===== src/rtl/axi4_lite_slave_write_ctrl.sv =====
`timescale 1ns/1ps
// axi4_lite_slave_write_ctrl
//
// Slave-side AXI4-Lite write responder. It accepts one AW beat and one W beat
// in either order, commits them to a word-indexed memory through a
// single-cycle write port, and then holds the B response until the master
// takes it. Only one transaction is in flight at a time.
//
// Ports:
//   ACLK, ARESET                 clock (rising edge), async active-high reset
//   AWADDR/AWVALID/AWREADY       write address channel (AWADDR is a word index)
//   WDATA/WSTRB/WVALID/WREADY    write data channel
//   BRESP/BVALID/BREADY          write response channel (00 OKAY, 10 SLVERR)
//   mem_we/mem_addr/mem_wdata/mem_wstrb
//                                single-cycle write port into the storage array
//   dbg_state_o                  current FSM state, for observation only
//
// Handshake semantics: a transfer happens on a rising ACLK edge where VALID
// and READY are both 1. READY never depends combinationally on VALID; a
// VALID seen while READY is 0 is ignored, so the master must keep holding it.
// Once BVALID rises, BVALID and BRESP stay fixed until the edge where BREADY
// is also 1.
module axi4_lite_slave_write_ctrl #(
  parameter int Addr_Width = 32,
  parameter int Data_Width = 32,
  parameter int MEM_DEPTH  = 4096
) (
  input  logic                    ACLK,
  input  logic                    ARESET,
  input  logic [Addr_Width-1:0]   AWADDR,
  input  logic                    AWVALID,
  output logic                    AWREADY,
  input  logic [Data_Width-1:0]   WDATA,
  input  logic [Data_Width/8-1:0] WSTRB,
  input  logic                    WVALID,
  output logic                    WREADY,
  output logic [1:0]              BRESP,
  output logic                    BVALID,
  input  logic                    BREADY,
  output logic                    mem_we,
  output logic [Addr_Width-1:0]   mem_addr,
  output logic [Data_Width-1:0]   mem_wdata,
  output logic [Data_Width/8-1:0] mem_wstrb,
  output logic [2:0]              dbg_state_o
);

  localparam int STRB_W = Data_Width / 8;
  localparam logic [Addr_Width-1:0] DEPTH_L = Addr_Width'(MEM_DEPTH);
  localparam logic [1:0] RESP_OKAY   = 2'b00;
  localparam logic [1:0] RESP_SLVERR = 2'b10;

  typedef enum logic [2:0] {
    IDLE      = 3'd0,
    HAVE_ADDR = 3'd1,
    HAVE_DATA = 3'd2,
    WRITE     = 3'd3,
    RESP      = 3'd4
  } state_e;

  state_e state_q, state_d;

  logic              awready_q, awready_d;
  logic              wready_q, wready_d;
  logic              bvalid_q, bvalid_d;
  logic [1:0]        bresp_q, bresp_d;
  logic [Addr_Width-1:0] addr_q;
  logic [Data_Width-1:0] data_q;
  logic [STRB_W-1:0]     strb_q;

  logic aw_hs;
  logic w_hs;
  logic addr_ok;

  // READY outputs are registers, so the handshake is simply VALID & READY.
  assign aw_hs   = AWVALID & awready_q;
  assign w_hs    = WVALID & wready_q;
  // Full-width unsigned compare: no aliasing of high address bits.
  assign addr_ok = (addr_q < DEPTH_L);

  always_comb begin
    state_d = state_q;
    case (state_q)
      IDLE: begin
        if (aw_hs && w_hs) state_d = WRITE;
        else if (aw_hs)    state_d = HAVE_ADDR;
        else if (w_hs)     state_d = HAVE_DATA;
      end
      HAVE_ADDR: if (w_hs)  state_d = WRITE;
      HAVE_DATA: if (aw_hs) state_d = WRITE;
      WRITE:     state_d = RESP;
      RESP:      if (bvalid_q && BREADY) state_d = IDLE;
      default:   state_d = IDLE;
    endcase

    // Channel outputs are decoded from where the FSM is going, so they are
    // registered yet already correct in the first cycle of each state.
    awready_d = (state_d == IDLE) || (state_d == HAVE_DATA);
    wready_d  = (state_d == IDLE) || (state_d == HAVE_ADDR);
    bvalid_d  = (state_d == RESP);

    // The response is decided once, on leaving WRITE, and then held for the
    // whole RESP stay so BREADY toggling cannot disturb it.
    bresp_d = RESP_OKAY;
    if (state_d == RESP) begin
      if (state_q == WRITE) bresp_d = addr_ok ? RESP_OKAY : RESP_SLVERR;
      else                  bresp_d = bresp_q;
    end
  end

  always_ff @(posedge ACLK or posedge ARESET) begin
    if (ARESET) begin
      state_q   <= IDLE;
      awready_q <= 1'b0;
      wready_q  <= 1'b0;
      bvalid_q  <= 1'b0;
      bresp_q   <= RESP_OKAY;
    end else begin
      state_q   <= state_d;
      awready_q <= awready_d;
      wready_q  <= wready_d;
      bvalid_q  <= bvalid_d;
      bresp_q   <= bresp_d;
    end
  end

  always_ff @(posedge ACLK or posedge ARESET) begin
    if (ARESET) begin
      addr_q <= '0;
      data_q <= '0;
      strb_q <= '0;
    end else begin
      if (aw_hs) addr_q <= AWADDR;
      if (w_hs) begin
        data_q <= WDATA;
        strb_q <= WSTRB;
      end
    end
  end

  assign AWREADY = awready_q;
  assign WREADY  = wready_q;
  assign BVALID  = bvalid_q;
  assign BRESP   = bresp_q;

  // Memory port is live only during WRITE with an in-range address; the
  // data lines are zeroed otherwise so the array sees a quiet bus.
  assign mem_we    = (state_q == WRITE) && addr_ok;
  assign mem_addr  = mem_we ? addr_q : '0;
  assign mem_wdata = mem_we ? data_q : '0;
  assign mem_wstrb = mem_we ? strb_q : '0;

  assign dbg_state_o = state_q;

endmodule


===== config.mk =====
export PLATFORM = sky130hd
export DESIGN_NAME = axi4_lite_slave_write_ctrl
export DESIGN_NICKNAME = d
export VERILOG_FILES = /design/src/rtl/axi4_lite_slave_write_ctrl.sv
export SDC_FILE = /design/constraint.sdc
export NUM_CORES = 1
export LEC_CHECK = 0
export ABC_AREA = 1
export BUFFER_PORTS_ARGS = -buffer_cell sky130_fd_sc_hd__buf_4
export CORE_MARGIN = 2
export CORE_UTILIZATION = 43
export DETAILED_ROUTE_END_ITERATION = 16
export HOLD_SLACK_MARGIN = 0.1
export PLACE_DENSITY = 0.83
export SYNTH_ARGS = -nofsm -noshare
export SYNTH_HDL_FRONTEND = slang
export SYNTH_SLANG_ARGS = --single-unit

===== constraint.sdc =====
create_clock -name ACLK -period 2.35 [get_ports ACLK]
set_input_delay 0.47 -clock ACLK [delete_from_list [all_inputs] [get_ports ACLK]]
set_output_delay 0.47 -clock ACLK [all_outputs]
set_load 0.01 [all_outputs]

==> impl_metrics.py <==
metrics = {
    "status": {
        "status": "finished, final reports clean",
    },
    "finish": {
        "fin_util": 0.5918,
        "fin_cells": 600,
        "drive_gt1_frac": 0.3936,
        "area_growth_pct": 34.07,
        "diodes": 0,
        "final_nets": 566,
        "nFillCells": 685,
    },
    "clocking": {
        "clock_latency_ns": 0.34,
        "htreeDepth": 3,
        "clockBufferDepth": 2,
        "clkSlewWorstSetupHoldPaths_ns": 0.08,
        "cts_buffers": 9,
        "cts_tree": "yes",
        "cts_setup_buffers": 0,
        "clock-sinks": 75,
        "cts_resized": 0,
        "cts-hold-fix-buffers": 0,
        "cts_root_buffer": "clkbuf_8",
    },
    "flow_run": {
        "max_cap_viol_count": 0,
    },
    "sta": {
        "max-slew-margin-rel": 0.6496,
        "rsz0062_at_grt": "false",
        "min_period_over_period": 0.9314,
        "maxSlewViolCount": 0,
        "fmax_mhz": 456.9,
        "post-route-min-period_ns": 2.189,
        "setup_viol": 0,
        "final.setup_skew_ns": 0.01309,
        "whs_ns": 0.1652,
        "hold_violations": 0,
        "setup_tns_ns": 0,
        "worst_slew_pin_slew_ns": 0.5244,
    },
    "worst_setup_path": {
        "max_stage_delay_ns": 0.41,
        "worstSetupPathType": "flip-flop to primary output",
        "crit_chain": "inv_1 -> nand3_2 -> nor2_2 -> nand3_4 -> buf_4 -> nor2_1 -> buf_4",
        "critPathMaxFanout": 23,
        "r2r_slack_ns": 0.94,
        "start_kind": "flip-flop",
        "crit_top_cell": "buf_4",
        "crit_required_ns": 1.88,
        "cp-end-kind": "primary output",
        "arrival_ns": 1.72,
        "slowest_stage": "dfrtp_1",
    },
    "synth": {
        "ys_top_cells_by_count": "nor2_1 (91), dfrtp_1 (75), inv_1 (55)",
        "yosysTopAreaCellShare": 0.5531,
        "async_flop_share": 1.000,
        "yosysMostFrequentCell": "nor2_1",
        "yosys.area.top_type": "dfrtp_1",
        "synth_area_um2": 3393,
        "ys.flop_type": "dfrtp_1",
        "synth_edf_count": 0,
        "syn_inst": 366,
        "synth-seq-area-share": 0.5531,
        "yosysWarnings": 0,
        "synth_cell_types": 18,
        "synthTopCellsByArea": "dfrtp_1 (55%), nor2_1 (10%), a21oi_1 (7.4%), mux2_2 (6.6%), inv_1 (6.1%)",
        "syn_avg_cell_area_um2": 9.271,
        "yosys_register_bits": 75,
    },
    "routing": {
        "vias": 2643,
        "dr.pass1.iters": 4,
        "finalWirelength_um": 7077,
        "routed_via_density": 4.405,
        "post-route-drc-count": 0,
        "antenna_left": 0,
        "drt_iter0_drc": 77,
        "wl_per_cell_um": 11.80,
    },
    "global_routing": {
        "grt.total_usage": 0.1739,
        "grt_pass1_vias": 2675,
        "grt_first_pass_wirelength_um": 11860,
        "grt_max_degree": 53,
        "antenna_found_initial": 0,
        "grt-ovfl-total": 0,
    },
    "min_path": {
        "worstHoldPathType": "input pin to async pin",
    },
    "place": {
        "place.gp.congestion": 0.7429,
        "hpwl_um": 5257,
        "place_inst": 584,
        "port_buffers": 128,
    },
    "floorplanning": {
        "ios": 150,
        "num_rows": 32,
        "chipHeight_um": 92.83,
        "core_area_um2": 7687,
        "die_x_um": 92.83,
        "die-area_um2": 8617,
        "initial_core_util": 0.4414,
    },
    "power_and_ir_drop": {
        "p_leak_uw": 0.002469,
        "pwr_density_cell_nw_per_um2": 972.9,
        "irDropWorstVdd_mv": 0.8358,
    },
}
kinds of logic (layout without fill, tap and decap cells):
family / count (synthesis) / after routing / synth area share
simple gates: 127 / 127 / 0.1648
buf+inv: 92 / 204 / 0.1394
flops: 75 / 75 / 0.5531
compound gates: 51 / 51 / 0.07522
mux: 20 / 20 / 0.06637
other cells: 1 / 21 / 0.001105
cells in the final DEF, fill, tap and decap left out:
| master | instances |
|---|---|
| clkbuf_8 | 11 |
| buf_12 | 2 |
| mux2_2 | 20 |
| nand3_2 | 1 |
| nor2_1 | 90 |
| nand3_4 | 1 |
| buf_4 | 131 |
| conb_1 | 21 |
| inv_6 | 1 |
| clkinv_2 | 1 |
| clkinvlp_4 | 4 |
| dfrtp_1 | 75 |
| nand2_2 | 2 |
| nor2_2 | 21 |
| nor2_4 | 1 |
| o21ai_0 | 1 |
| nand4_1 | 1 |
| inv_1 | 54 |
| a21oi_1 | 50 |
| nand2_1 | 10 |
critical path, delay by kind of cell, from the launching register on:
family / cells / cell delay, ns
buf+inv: 3 / 0.46
flops: 1 / 0.41
simple gates: 4 / 0.49
report_power, final:
group	switching (µW)	total, µW	internal [µW]
logic	783	1370	587
clock network	477	920	443
registers	232	2140	1900
total	1490	4430	2930
routing by layer:
| layer | part of all wire | wire (µm) | GRT usage | vias up |
|---|---|---|---|---|
| li1 | - | - | - | 1318 |
| met1 | 0.40 | 2819 | 0.2062 | 1220 |
| met2 | 0.50 | 3563 | 0.2874 | 97 |
| met3 | 0.088 | 622 | 0.05940 | 8 |
| met4 | 0.010 | 72 | 0.07475 | 0 |
| met5 | 0 | 0 | 0 | - |
cell type report:
class                   count  area [µm²]  share of cell area
clock buffers              11       151.4             0.03328
clock inverters             5       36.28            0.007976
inverters                  55       210.2             0.04620
multi-input cells         219        1124              0.2470
flip-flops and latches     75        1877              0.4125
well taps                 102       127.6             0.02805
repair buffers            133        1023              0.2250
per-stage QoR:
| step | area, µm² | power (µW) | worst slack [ns] |
|---|---|---|---|
| final | 4549 | 4426 | 0.1611 |
| after global routing | 4549 | 4798 | 0.02122 |
| after CTS | 4547 | 4472 | 0.1374 |
| after detailed placement | 4359 | 3542 | 0.5362 |
| after global placement | 4359 | 3441 | 0.5527 |
| after floorplan | 3472 | 3132 | 0.7076 |
registers in the layout, indices dropped and copies added (netlist names):
name and cells:
AWREADY 1, BRESP 1, BVALID 1, WREADY 1, addr_q 32, data_q 32, dbg_state_o 3, strb_q 4
path summary, 6_finish.rpt:
path	startpoint	to	cells after the start
max	dbg_state_o[2]$_DFF_PP0_	mem_wdata[29]	7
min	ARESET	strb_q[2]$_DFFE_PP0P_	2
max reg2reg	AWREADY$_DFF_PP0_	addr_q[9]$_DFFE_PP0P_	4
min reg2reg	addr_q[19]$_DFFE_PP0P_	addr_q[19]$_DFFE_PP0P_	1
max in group asynchronous	ARESET	dbg_state_o[1]$_DFF_PP0_	3
min in group ACLK	AWADDR[24]	addr_q[24]$_DFFE_PP0P_	2
No activity file was read; power rests on OpenSTA's default activity.
